$ cat src/rtl/pipeline3_core_if.sv
// Instruction-fetch, write-back and debug signals between the source/display side and pipeline3_core.
// The source side is the master; the core is the slave.
interface pipeline3_core_if #(
    parameter int DATA_W = 16,
    parameter int PC_W   = 12
);
    logic [15:0]       instr_i;
    logic              instr_valid_i;
    logic              instr_ready_o;
    logic [PC_W-1:0]   pc_o;
    logic              wb_valid_o;
    logic [3:0]        wb_rd_o;
    logic [DATA_W-1:0] wb_data_o;
    logic [3:0]        dbg_addr_i;
    logic [DATA_W-1:0] dbg_data_o;
    logic              mul_busy_o;

    modport master (
        output instr_i, instr_valid_i, dbg_addr_i,
        input  instr_ready_o, pc_o, wb_valid_o, wb_rd_o, wb_data_o, dbg_data_o, mul_busy_o
    );

    modport slave (
        input  instr_i, instr_valid_i, dbg_addr_i,
        output instr_ready_o, pc_o, wb_valid_o, wb_rd_o, wb_data_o, dbg_data_o, mul_busy_o
    );
endinterface

$ cat src/rtl/pipeline3_core.sv
// Three-stage (D/E/M) in-order core for the 16-bit ISA: full forwarding, one-slot
// taken-branch squash, and a MUL_CYCLES-latency multiplier with HI/LO interlock.
module pipeline3_core #(
    parameter int DATA_W     = 16,
    parameter int PC_W       = 12,
    parameter int MUL_CYCLES = 4
) (
    input  logic             clk,
    input  logic             reset,
    pipeline3_core_if.slave  bus
);
    localparam int CNT_W = $clog2(DATA_W + 1);

    typedef enum logic [3:0] {
        OP_ADD, OP_SUB, OP_SLT, OP_AND, OP_OR, OP_XOR,
        OP_ANDI, OP_ORI, OP_XORI, OP_ADDI, OP_SUBI,
        OP_JMP, OP_BEZ, OP_MFLO, OP_MFHI, OP_MUL
    } op_e;

    typedef struct packed {
        logic              valid;
        op_e               op;
        logic [3:0]        rd;
        logic [3:0]        rs1;
        logic [3:0]        rs2;
        logic [DATA_W-1:0] a;
        logic [DATA_W-1:0] b;
        logic [PC_W-1:0]   pc;
    } d_stage_t;

    d_stage_t            d_q;
    logic [DATA_W-1:0]   rf [16];
    logic [PC_W-1:0]     pc_q;
    logic                wb_valid_q;
    logic [3:0]          wb_rd_q;
    logic [DATA_W-1:0]   wb_data_q;
    logic [DATA_W-1:0]   hi_q, lo_q, mul_a_q, mul_b_q;
    logic [CNT_W-1:0]    mul_cnt_q;

    op_e                 in_op;
    logic                mul_busy, stall, accept, taken, d_writes;
    logic [DATA_W-1:0]   alu_y, imm, op_a, op_b;
    logic [PC_W-1:0]     target, br_off;
    logic [2*DATA_W-1:0] product;

    function automatic logic writes_rd(input op_e op);
        return !(op inside {OP_JMP, OP_BEZ, OP_MUL});
    endfunction

    assign in_op    = op_e'(bus.instr_i[15:12]);
    assign mul_busy = (mul_cnt_q != '0);
    assign d_writes = d_q.valid && writes_rd(d_q.op);
    assign stall    = (in_op inside {OP_MUL, OP_MFLO, OP_MFHI}) &&
                      (mul_busy || (d_q.valid && d_q.op == OP_MUL));
    assign accept   = bus.instr_valid_i && !stall;
    assign imm      = DATA_W'(d_q.rs1);
    assign br_off   = {{(PC_W-8){d_q.rd[3]}}, d_q.rd, d_q.rs2};
    assign product  = {{DATA_W{1'b0}}, mul_a_q} * {{DATA_W{1'b0}}, mul_b_q};

    // E stage: result of the instruction currently held in D.
    always_comb begin
        // NOTE: every always_comb output gets a default first so no path leaves it unassigned (no latch).
        alu_y = '0;
        case (d_q.op)
            OP_ADD:  alu_y = d_q.a + d_q.b;
            OP_SUB:  alu_y = d_q.a - d_q.b;
            OP_SLT:  alu_y = DATA_W'(d_q.a < d_q.b);
            OP_AND:  alu_y = d_q.a & d_q.b;
            OP_OR:   alu_y = d_q.a | d_q.b;
            OP_XOR:  alu_y = d_q.a ^ d_q.b;
            OP_ANDI: alu_y = d_q.b & imm;
            OP_ORI:  alu_y = d_q.b | imm;
            OP_XORI: alu_y = d_q.b ^ imm;
            OP_ADDI: alu_y = d_q.b + imm;
            OP_SUBI: alu_y = d_q.b - imm;
            OP_MFLO: alu_y = lo_q;
            OP_MFHI: alu_y = hi_q;
            default: alu_y = '0;
        endcase
    end

    always_comb begin
        taken  = 1'b0;
        target = '0;
        if (d_q.valid && d_q.op == OP_JMP) begin
            taken  = 1'b1;
            target = PC_W'({d_q.rd, d_q.rs1, d_q.rs2});
        end else if (d_q.valid && d_q.op == OP_BEZ) begin
            taken  = (d_q.a == '0);
            target = d_q.pc + br_off;
        end
    end

    // Youngest producer wins: instruction in D, then the M register, then the file.
    function automatic logic [DATA_W-1:0] fwd(input logic [3:0] src);
        if (d_writes && d_q.rd == src)       return alu_y;
        else if (wb_valid_q && wb_rd_q == src) return wb_data_q;
        else                                   return rf[src];
    endfunction

    always_comb begin
        op_a = fwd(bus.instr_i[7:4]);
        op_b = fwd(bus.instr_i[3:0]);
    end

    // A taken branch overrides both a normal accept and a stall.
    always_ff @(posedge clk or posedge reset) begin
        // NOTE: sequential state uses non-blocking assignments so every register samples pre-edge values.
        if (reset) begin
            pc_q <= '0;
            d_q  <= '0;
        end else begin
            if (taken)       pc_q <= target;
            else if (accept) pc_q <= pc_q + PC_W'(1);
            d_q.valid <= accept && !taken;
            d_q.op    <= in_op;
            d_q.rd    <= bus.instr_i[11:8];
            d_q.rs1   <= bus.instr_i[7:4];
            d_q.rs2   <= bus.instr_i[3:0];
            d_q.a     <= op_a;
            d_q.b     <= op_b;
            d_q.pc    <= pc_q;
        end
    end

    always_ff @(posedge clk or posedge reset) begin
        if (reset) begin
            wb_valid_q <= 1'b0;
            wb_rd_q    <= '0;
            wb_data_q  <= '0;
            // NOTE: the register file is architecturally cleared by reset, so it resets like any flop.
            for (int i = 0; i < 16; i++) rf[i] <= '0;
        end else begin
            wb_valid_q <= d_writes;
            if (d_writes) begin
                wb_rd_q   <= d_q.rd;
                wb_data_q <= alu_y;
            end
            if (wb_valid_q) rf[wb_rd_q] <= wb_data_q;
        end
    end

    // Operands are captured as MUL leaves D; HI/LO load as the count reaches zero.
    always_ff @(posedge clk or posedge reset) begin
        if (reset) begin
            mul_cnt_q <= '0;
            mul_a_q   <= '0;
            mul_b_q   <= '0;
            hi_q      <= '0;
            lo_q      <= '0;
        end else if (d_q.valid && d_q.op == OP_MUL) begin
            mul_cnt_q <= CNT_W'(MUL_CYCLES);
            mul_a_q   <= d_q.a;
            mul_b_q   <= d_q.b;
        end else if (mul_busy) begin
            mul_cnt_q <= mul_cnt_q - CNT_W'(1);
            if (mul_cnt_q == CNT_W'(1)) {hi_q, lo_q} <= product;
        end
    end

    assign bus.instr_ready_o = !stall;
    assign bus.pc_o          = pc_q;
    assign bus.wb_valid_o    = wb_valid_q;
    assign bus.wb_rd_o       = wb_rd_q;
    assign bus.wb_data_o     = wb_data_q;
    assign bus.dbg_data_o    = rf[bus.dbg_addr_i];
    assign bus.mul_busy_o    = mul_busy;
endmodule

$ cat src/flat_wrapper.sv
// flat-port wrapper written by rule: the top's interface ports become plain ports
module pipeline3_core_flat 
#(
    parameter int DATA_W     = 16,
    parameter int PC_W       = 12,
    parameter int MUL_CYCLES = 4
)
  (clk, reset, bus_instr_i, bus_instr_valid_i, bus_dbg_addr_i, bus_instr_ready_o, bus_pc_o, bus_wb_valid_o, bus_wb_rd_o, bus_wb_data_o, bus_dbg_data_o, bus_mul_busy_o);
  pipeline3_core_if #(.DATA_W(DATA_W), .PC_W(PC_W)) bus_i ();
  input  logic clk;
  input  logic reset;
  input wire logic [$bits(bus_i.instr_i)-1:0] bus_instr_i;
  input wire logic [$bits(bus_i.instr_valid_i)-1:0] bus_instr_valid_i;
  input wire logic [$bits(bus_i.dbg_addr_i)-1:0] bus_dbg_addr_i;
  output wire logic [$bits(bus_i.instr_ready_o)-1:0] bus_instr_ready_o;
  output wire logic [$bits(bus_i.pc_o)-1:0] bus_pc_o;
  output wire logic [$bits(bus_i.wb_valid_o)-1:0] bus_wb_valid_o;
  output wire logic [$bits(bus_i.wb_rd_o)-1:0] bus_wb_rd_o;
  output wire logic [$bits(bus_i.wb_data_o)-1:0] bus_wb_data_o;
  output wire logic [$bits(bus_i.dbg_data_o)-1:0] bus_dbg_data_o;
  output wire logic [$bits(bus_i.mul_busy_o)-1:0] bus_mul_busy_o;
  assign bus_i.instr_i = bus_instr_i;
  assign bus_i.instr_valid_i = bus_instr_valid_i;
  assign bus_i.dbg_addr_i = bus_dbg_addr_i;
  assign bus_instr_ready_o = bus_i.instr_ready_o;
  assign bus_pc_o = bus_i.pc_o;
  assign bus_wb_valid_o = bus_i.wb_valid_o;
  assign bus_wb_rd_o = bus_i.wb_rd_o;
  assign bus_wb_data_o = bus_i.wb_data_o;
  assign bus_dbg_data_o = bus_i.dbg_data_o;
  assign bus_mul_busy_o = bus_i.mul_busy_o;
  pipeline3_core #(.DATA_W(DATA_W), .PC_W(PC_W), .MUL_CYCLES(MUL_CYCLES)) u_core (.clk(clk), .reset(reset), .bus(bus_i));
endmodule
$ cat config.mk
export PLATFORM = sky130hd
export DESIGN_NAME = pipeline3_core_flat
export DESIGN_NICKNAME = d
export VERILOG_FILES = /design/src/rtl/pipeline3_core_if.sv /design/src/rtl/pipeline3_core.sv /design/src/flat_wrapper.sv
export SDC_FILE = /design/constraint.sdc
export NUM_CORES = 2
export LEC_CHECK = 0
export ABC_AREA = 0
export CAP_MARGIN = 20
export CORE_ASPECT_RATIO = 0.9
export CORE_MARGIN = 2
export CORE_UTILIZATION = 55
export DETAILED_ROUTE_END_ITERATION = 8
export PLACE_DENSITY = 0.68
export SLEW_MARGIN = 20
export SYNTH_ARGS = -nofsm -noshare
export SYNTH_HDL_FRONTEND = slang
export SYNTH_SLANG_ARGS = --single-unit
$ cat constraint.sdc
create_clock -name clk -period 17.4 [get_ports clk]
set_input_delay 1.74 -clock clk [delete_from_list [all_inputs] [get_ports clk]]
set_output_delay 1.74 -clock clk [all_outputs]
set_load 0.05 [all_outputs]
## Yosys cells after proc, flatten, opt, wreduce, memory -nomap -nowiden

Index checks and enable logic that the tools add are counted.

| word-level totals | value |
|---|---|
| input bits | 23 |
| flip-flop bits (word level) | 419 |

| operators by class | value |
|---|---|
| mux-type cells | 25 |
| magnitude comparators | 6 |
| bitwise logic cells | 11 |
| eq/ne operators | 23 |
| multipliers | 1 |
| reduce and logical (&&, ||, !) cells | 24 |
| add/subtract/negate cells | 7 |

Operators with widths:

| cell | number |
|---|---|
| 256-bit bitwise mux | 1 |
| 16-bit case mux with 13 select lines | 1 |
| 16-bit binary-select mux with 4-bit select | 3 |
| 16-bit two-way mux | 11 |
| 16-bit demux with 4-bit select | 1 |
| 12-bit two-way mux | 4 |
| 4-bit == test (second input constant) | 11 |
| 16-bit by 16-bit multiplier with 32-bit output | 1 |
| 5-bit >= comparator (second input constant) | 4 |
| 4-bit NOT with 5-bit output | 4 |
| 16-bit adder | 1 |
| 16-bit by 4-bit adder with 16-bit output | 1 |
| 16-bit bitwise AND | 1 |
| 16-bit by 4-bit bitwise AND with 16-bit output | 1 |
| 4-bit by 3-bit == test with 1-bit output (second input constant) | 4 |
| 4-bit == test | 4 |
| 16-bit logical NOT | 1 |
| 16-bit < comparator | 1 |
| 16-bit OR | 1 |
| 16-bit by 4-bit OR with 16-bit output | 1 |
| 16-bit subtractor | 1 |
| 16-bit by 4-bit subtractor with 16-bit output | 1 |
| 16-bit bitwise XOR | 1 |
| 16-bit by 4-bit bitwise XOR with 16-bit output | 1 |
| 18 further kinds | 36 |

## Logic depth before layout (Yosys ltp)

| depth | value |
|---|---|
| depth in word-level cells | 8 |
| mapped depth | 24 |

## Worst setup path after synthesis

Ideal clock, no wire load.

| timing | value |
|---|---|
| path type | register to register |
| start point | register u_core.mul_b_q[1] |
| end point | register u_core.hi_q[14] |
| setup slack | 11.563 ns |
| arrival | 5.755 ns |
| clock period less this slack | 5.837 ns |
| cell stages (with the launch flop) | 21 |
| path through | dfrtp_1 clkbuf_1 nand2_1 fa_1 fa_1 fa_1 fa_1 inv_1 fa_1 inv_1 fa_1 inv_1 ha_1 inv_1 or3_1 o21a_1 o211a_1 o311a_1 nor3b_1 a21oi_1 o21ai_0 |

| on the way | value |
|---|---|
| cells in the longest elaborated chain, start to end | 1 |

RTL lines:

| item | line | RTL |
|---|---|---|
| start: declaration | pipeline3_core.sv:37 | `logic [DATA_W-1:0] hi_q, lo_q, mul_a_q, mul_b_q;` |
| start signal: assignment | pipeline3_core.sv:154 | `mul_b_q <= d_q.b;` |
| 16-bit by 16-bit multiplier with 32-bit output | pipeline3_core.sv:58 | `assign product = {{DATA_W{1'b0}}, mul_a_q} * {{DATA_W{1'b0}}, mul_b_q};` |
| end signal: assignment | pipeline3_core.sv:157 | `if (mul_cnt_q == CNT_W'(1)) {hi_q, lo_q} <= product;` |
| end: declaration | pipeline3_core.sv:37 |  |

Every way passes these cells.
A chain may end at the register's enable or synchronous reset.

## Final worst setup path

| timing | value |
|---|---|
| start point | register u_core.mul_a_q[10] |
| end point | register u_core.hi_q[12] |

| on the way | value |
|---|---|
| cells in the longest elaborated chain, start to end | 1 |

RTL lines:

| item | line | RTL |
|---|---|---|
| start: declaration | pipeline3_core.sv:37 |  |
| start signal: assignment | pipeline3_core.sv:153 | `mul_a_q <= d_q.a;` |
| 16-bit by 16-bit multiplier with 32-bit output | pipeline3_core.sv:58 |  |

Every way passes these cells.

==> flow_summary.yaml <==
synth:
  synth.net_count: 3397
  synth_cells: 2984
  avgSynthCellArea_um2: 11.5
  synth.distinct_cells: 77
  ys_ff_latch: 419
  ys_async_sr_fraction_pct: 100
  seq_area_frac_synth_pct: 30.6
  yosys.area_share.xor_xnor_pct: 2.45
  synth_edf_count: 0
  synth_compound_area_share_pct: 6.44
  synth_flop_cell: "dfrtp_1"
  synthesis.area_um2: 34300
  synth_simple_gate_area_share_pct: 9.57
  synth_top_family_by_area: "multiplexers"
  synth_fa_ha_area_share_pct: 18.6
  synthMuxAreaShare_pct: 26.7
  synth_warnings: 0
clock_tree:
  cts_buffer_depth: 3
  cts_sinks: 419
  post_cts_resize_count: 0
  clkLatencyLatePin_ps: 600
  numCtsBuffers: 44
  post_cts.repair.setup_buffers: 0
  cts_hold_buffers: 0
  clock-root-buffer: "clkbuf_16"
  cts_tree: "done"
  htree_num_levels: 2
  clk_pin_slew_ps: 60
worst_setup_path:
  crit_family: "adder cells"
  required_ps: 17810
  end_kind: "flop"
  path_buf_inv: 3
  critPathLaunch: "u_core.mul_a_q[10]$_DFFE_PP0P_"
  path_class: "flop to flop"
  crit_chain: "nand2_1 -> fa_1 -> fa_1 -> fa_1 -> inv_1 -> fa_1 -> fa_1 -> inv_1 -> fa_1 -> inv_1 -> ha_1 -> o21a_1 -> a2111oi_0 -> o21a_1 -> o211a_1 -> o21ai_0 -> a31oi_1 -> xor2_1 -> o21ai_0"
  cp_slowest_cell: "dfrtp_1"
  crit_fanout: 17
  cp-start-kind: "flop"
  path_common_cell: "fa_1"
  r2r_start: "u_core.mul_a_q[10]$_DFFE_PP0P_"
  max_stage_delay_ps: 900
  cp.arrival_ps: 7060
timing:
  period_needed_ps: 6650
  maxSlewHeadroom_pct: 21.6
  fin_tns_setup_ps: 0
  worst_pin_slew_ps: 1170
  final.period_utilization_pct: 38.2
  clock_skew_ps: 51.1
  worst_slack_ps: 10750
  rsz0062_at_grt: "no"
  report.final.setup_viol: 0
  hold_viol: 0
  holdWs_ps: 436
  max_clock_freq_ghz: 0.150
  drv_slew: 0
grt:
  grt_max_degree: 135
  overflow: 0
  grt.total_usage_pct: 30.2
  antenna_found_initial: 0
  grt_pass1_vias: 25400
  grt_pass1_wl_mm: 149
detailed_routing:
  vias: 24200
  drc: 0
  firstDrtPassIters: 8
  drt-initial-drc-count: 2022
  avgRoutedWirePerCell_um: 24.5
  viasPerCell: 6.32
  drt-total-wl_mm: 93.5
  detail-route-antenna-nets: 0
floorplan:
  die_h_um: 241
  num_io_pins: 74
  initial_core_util_pct: 55.8
  coreArea_um2: 61400
  die_width_um: 267
  rows: 86
  die_area_um2: 64300
placed_design:
  dp_slack_ps: 10790
  gp_congestion: 0.973
  dpl_cell_area_um2: 35600
  portBuffers: 73
  dp.final_hpwl_mm: 65.0
worst_hold_path:
  min-delay-start: "u_core.bus.pc_o[9]$_DFFE_PP0P_"
  min_path_type: "flop to flop"
run:
  drv_cap: 0
final_layout:
  diodes: 0
  multiInputGateArea_um2: 21900
  final_cell_mix: "419 x dfrtp_1, 300 x mux2_2, 299 x inv_1"
  nets: 3369
  area_growth_pct: 7.96
  final-seq-area_um2: 10500
  final_cell_area_um2: 37000
  drive_above_1_share_pct: 22.9
  final_common_cell: "dfrtp_1"
  fillers: 4983
pwr:
  p_leak_nw: 16.9
  vdd_drop_max_mv: 0.108
  cellPowerDensity_nw_per_um2: 139
  power.total_mw: 5.16
run_status:
  status: "finished, final reports clean"
-- routing by layer --
metal / global-route usage, % / part of all wire, % / vias up
li1: - / - / 10400
met1: 41.4 / 42 / 12700
met2: 49.7 / 48 / 884
met3: 4.93 / 6.6 / 192
met4: 9.69 / 3.1 / 0
met5: 0 / 0 / -
-- per-stage QoR --
| stage | std cells | utilization, % |
|---|---|---|
| final | 3823 | 60.2 |
| after detailed placement | 3744 | 57.9 |
| after global routing | 3823 | 60.2 |
| after floorplan | 2984 | - |
| after global placement | 3744 | 57.9 |
| after CTS | 3821 | 60.2 |
-- registers in the layout, summed over array words and instances (netlist names) --
name	flops
u_core.d_q	53
u_core.bus.wb_rd_o	4
u_core.rf	256
u_core.bus.pc_o	12
u_core.mul_b_q	16
u_core.hi_q	16
u_core.bus.wb_valid_o	1
u_core.lo_q	16
u_core.mul_cnt_q	5
u_core.mul_a_q	16
u_core.br_off	8
u_core.bus.wb_data_o	16
-- kinds of logic (layout without fill, tap and decap cells) --
family | after synthesis | after routing
mux | 577 | 577
xor+xnor | 96 | 96
compound gates | 346 | 346
flops | 419 | 419
fa+ha+maj | 390 | 390
simple gates | 670 | 670
buf+inv | 486 | 489
-- Yosys cell counts, drive strengths merged, types with 8 or more instances --
cell | n | area share [%]
o21a | 20 | 0.44
o21ai | 104 | 1.5
nand4 | 8 | 0.19
mux4 | 240 | 16
a221oi | 10 | 0.26
xnor2 | 57 | 1.5
ha | 193 | 7.0
clkbuf | 134 | 1.6
dfrtp | 419 | 31
nor2b | 11 | 0.20
buf | 51 | 0.69
nand3 | 22 | 0.32
o21bai | 8 | 0.18
xor2 | 39 | 1.0
fa | 197 | 12
mux2i | 37 | 1.1
o31ai | 13 | 0.28
a211oi | 13 | 0.30
nand2b | 20 | 0.37
mux2 | 300 | 9.9
a21oi | 81 | 1.2
nand3b | 8 | 0.18
nor3 | 36 | 0.57
nor2 | 108 | 1.2
and3 | 9 | 0.16
nand2 | 279 | 3.1
inv | 300 | 3.3
and2 | 130 | 2.4
nor4 | 8 | 0.23
a31oi | 13 | 0.24
a22oi | 16 | 0.35
a21o | 18 | 0.39
-- power breakdown --
part | internal [mW] | switching (mW)
registers | 1.30 | 0.564
clock network | 0.521 | 0.405
logic | 1.16 | 1.21
-- final timing paths --
kind | endpoint | slack, ps | cells past startpoint
worst max register to register | u_core.hi_q[12]$_DFFE_PP0P_ | 10750 | 19
worst max-delay path | u_core.hi_q[12]$_DFFE_PP0P_ | 10750 | 19
max in group asynchronous | u_core.lo_q[12]$_DFFE_PP0P_ | 13230 | 4
min in group asynchronous | u_core.rf[47]$_DFFE_PP0P_ | 1730 | 2
worst min register to register | u_core.d_q[9]$_DFF_PP0_ | 440 | 0
worst min-delay path | u_core.d_q[9]$_DFF_PP0_ | 440 | 0
-- cell type report --
class | count | share of cell area (%)
clock inverter | 13 | 0.359
clock buffer | 64 | 3.42
multi-input combinational | 2079 | 59.2
tap | 836 | 2.83
sequential | 419 | 28.3
timing repair buffer | 112 | 2.74
inverter | 300 | 3.06
(Power assumes the default switching activity.)
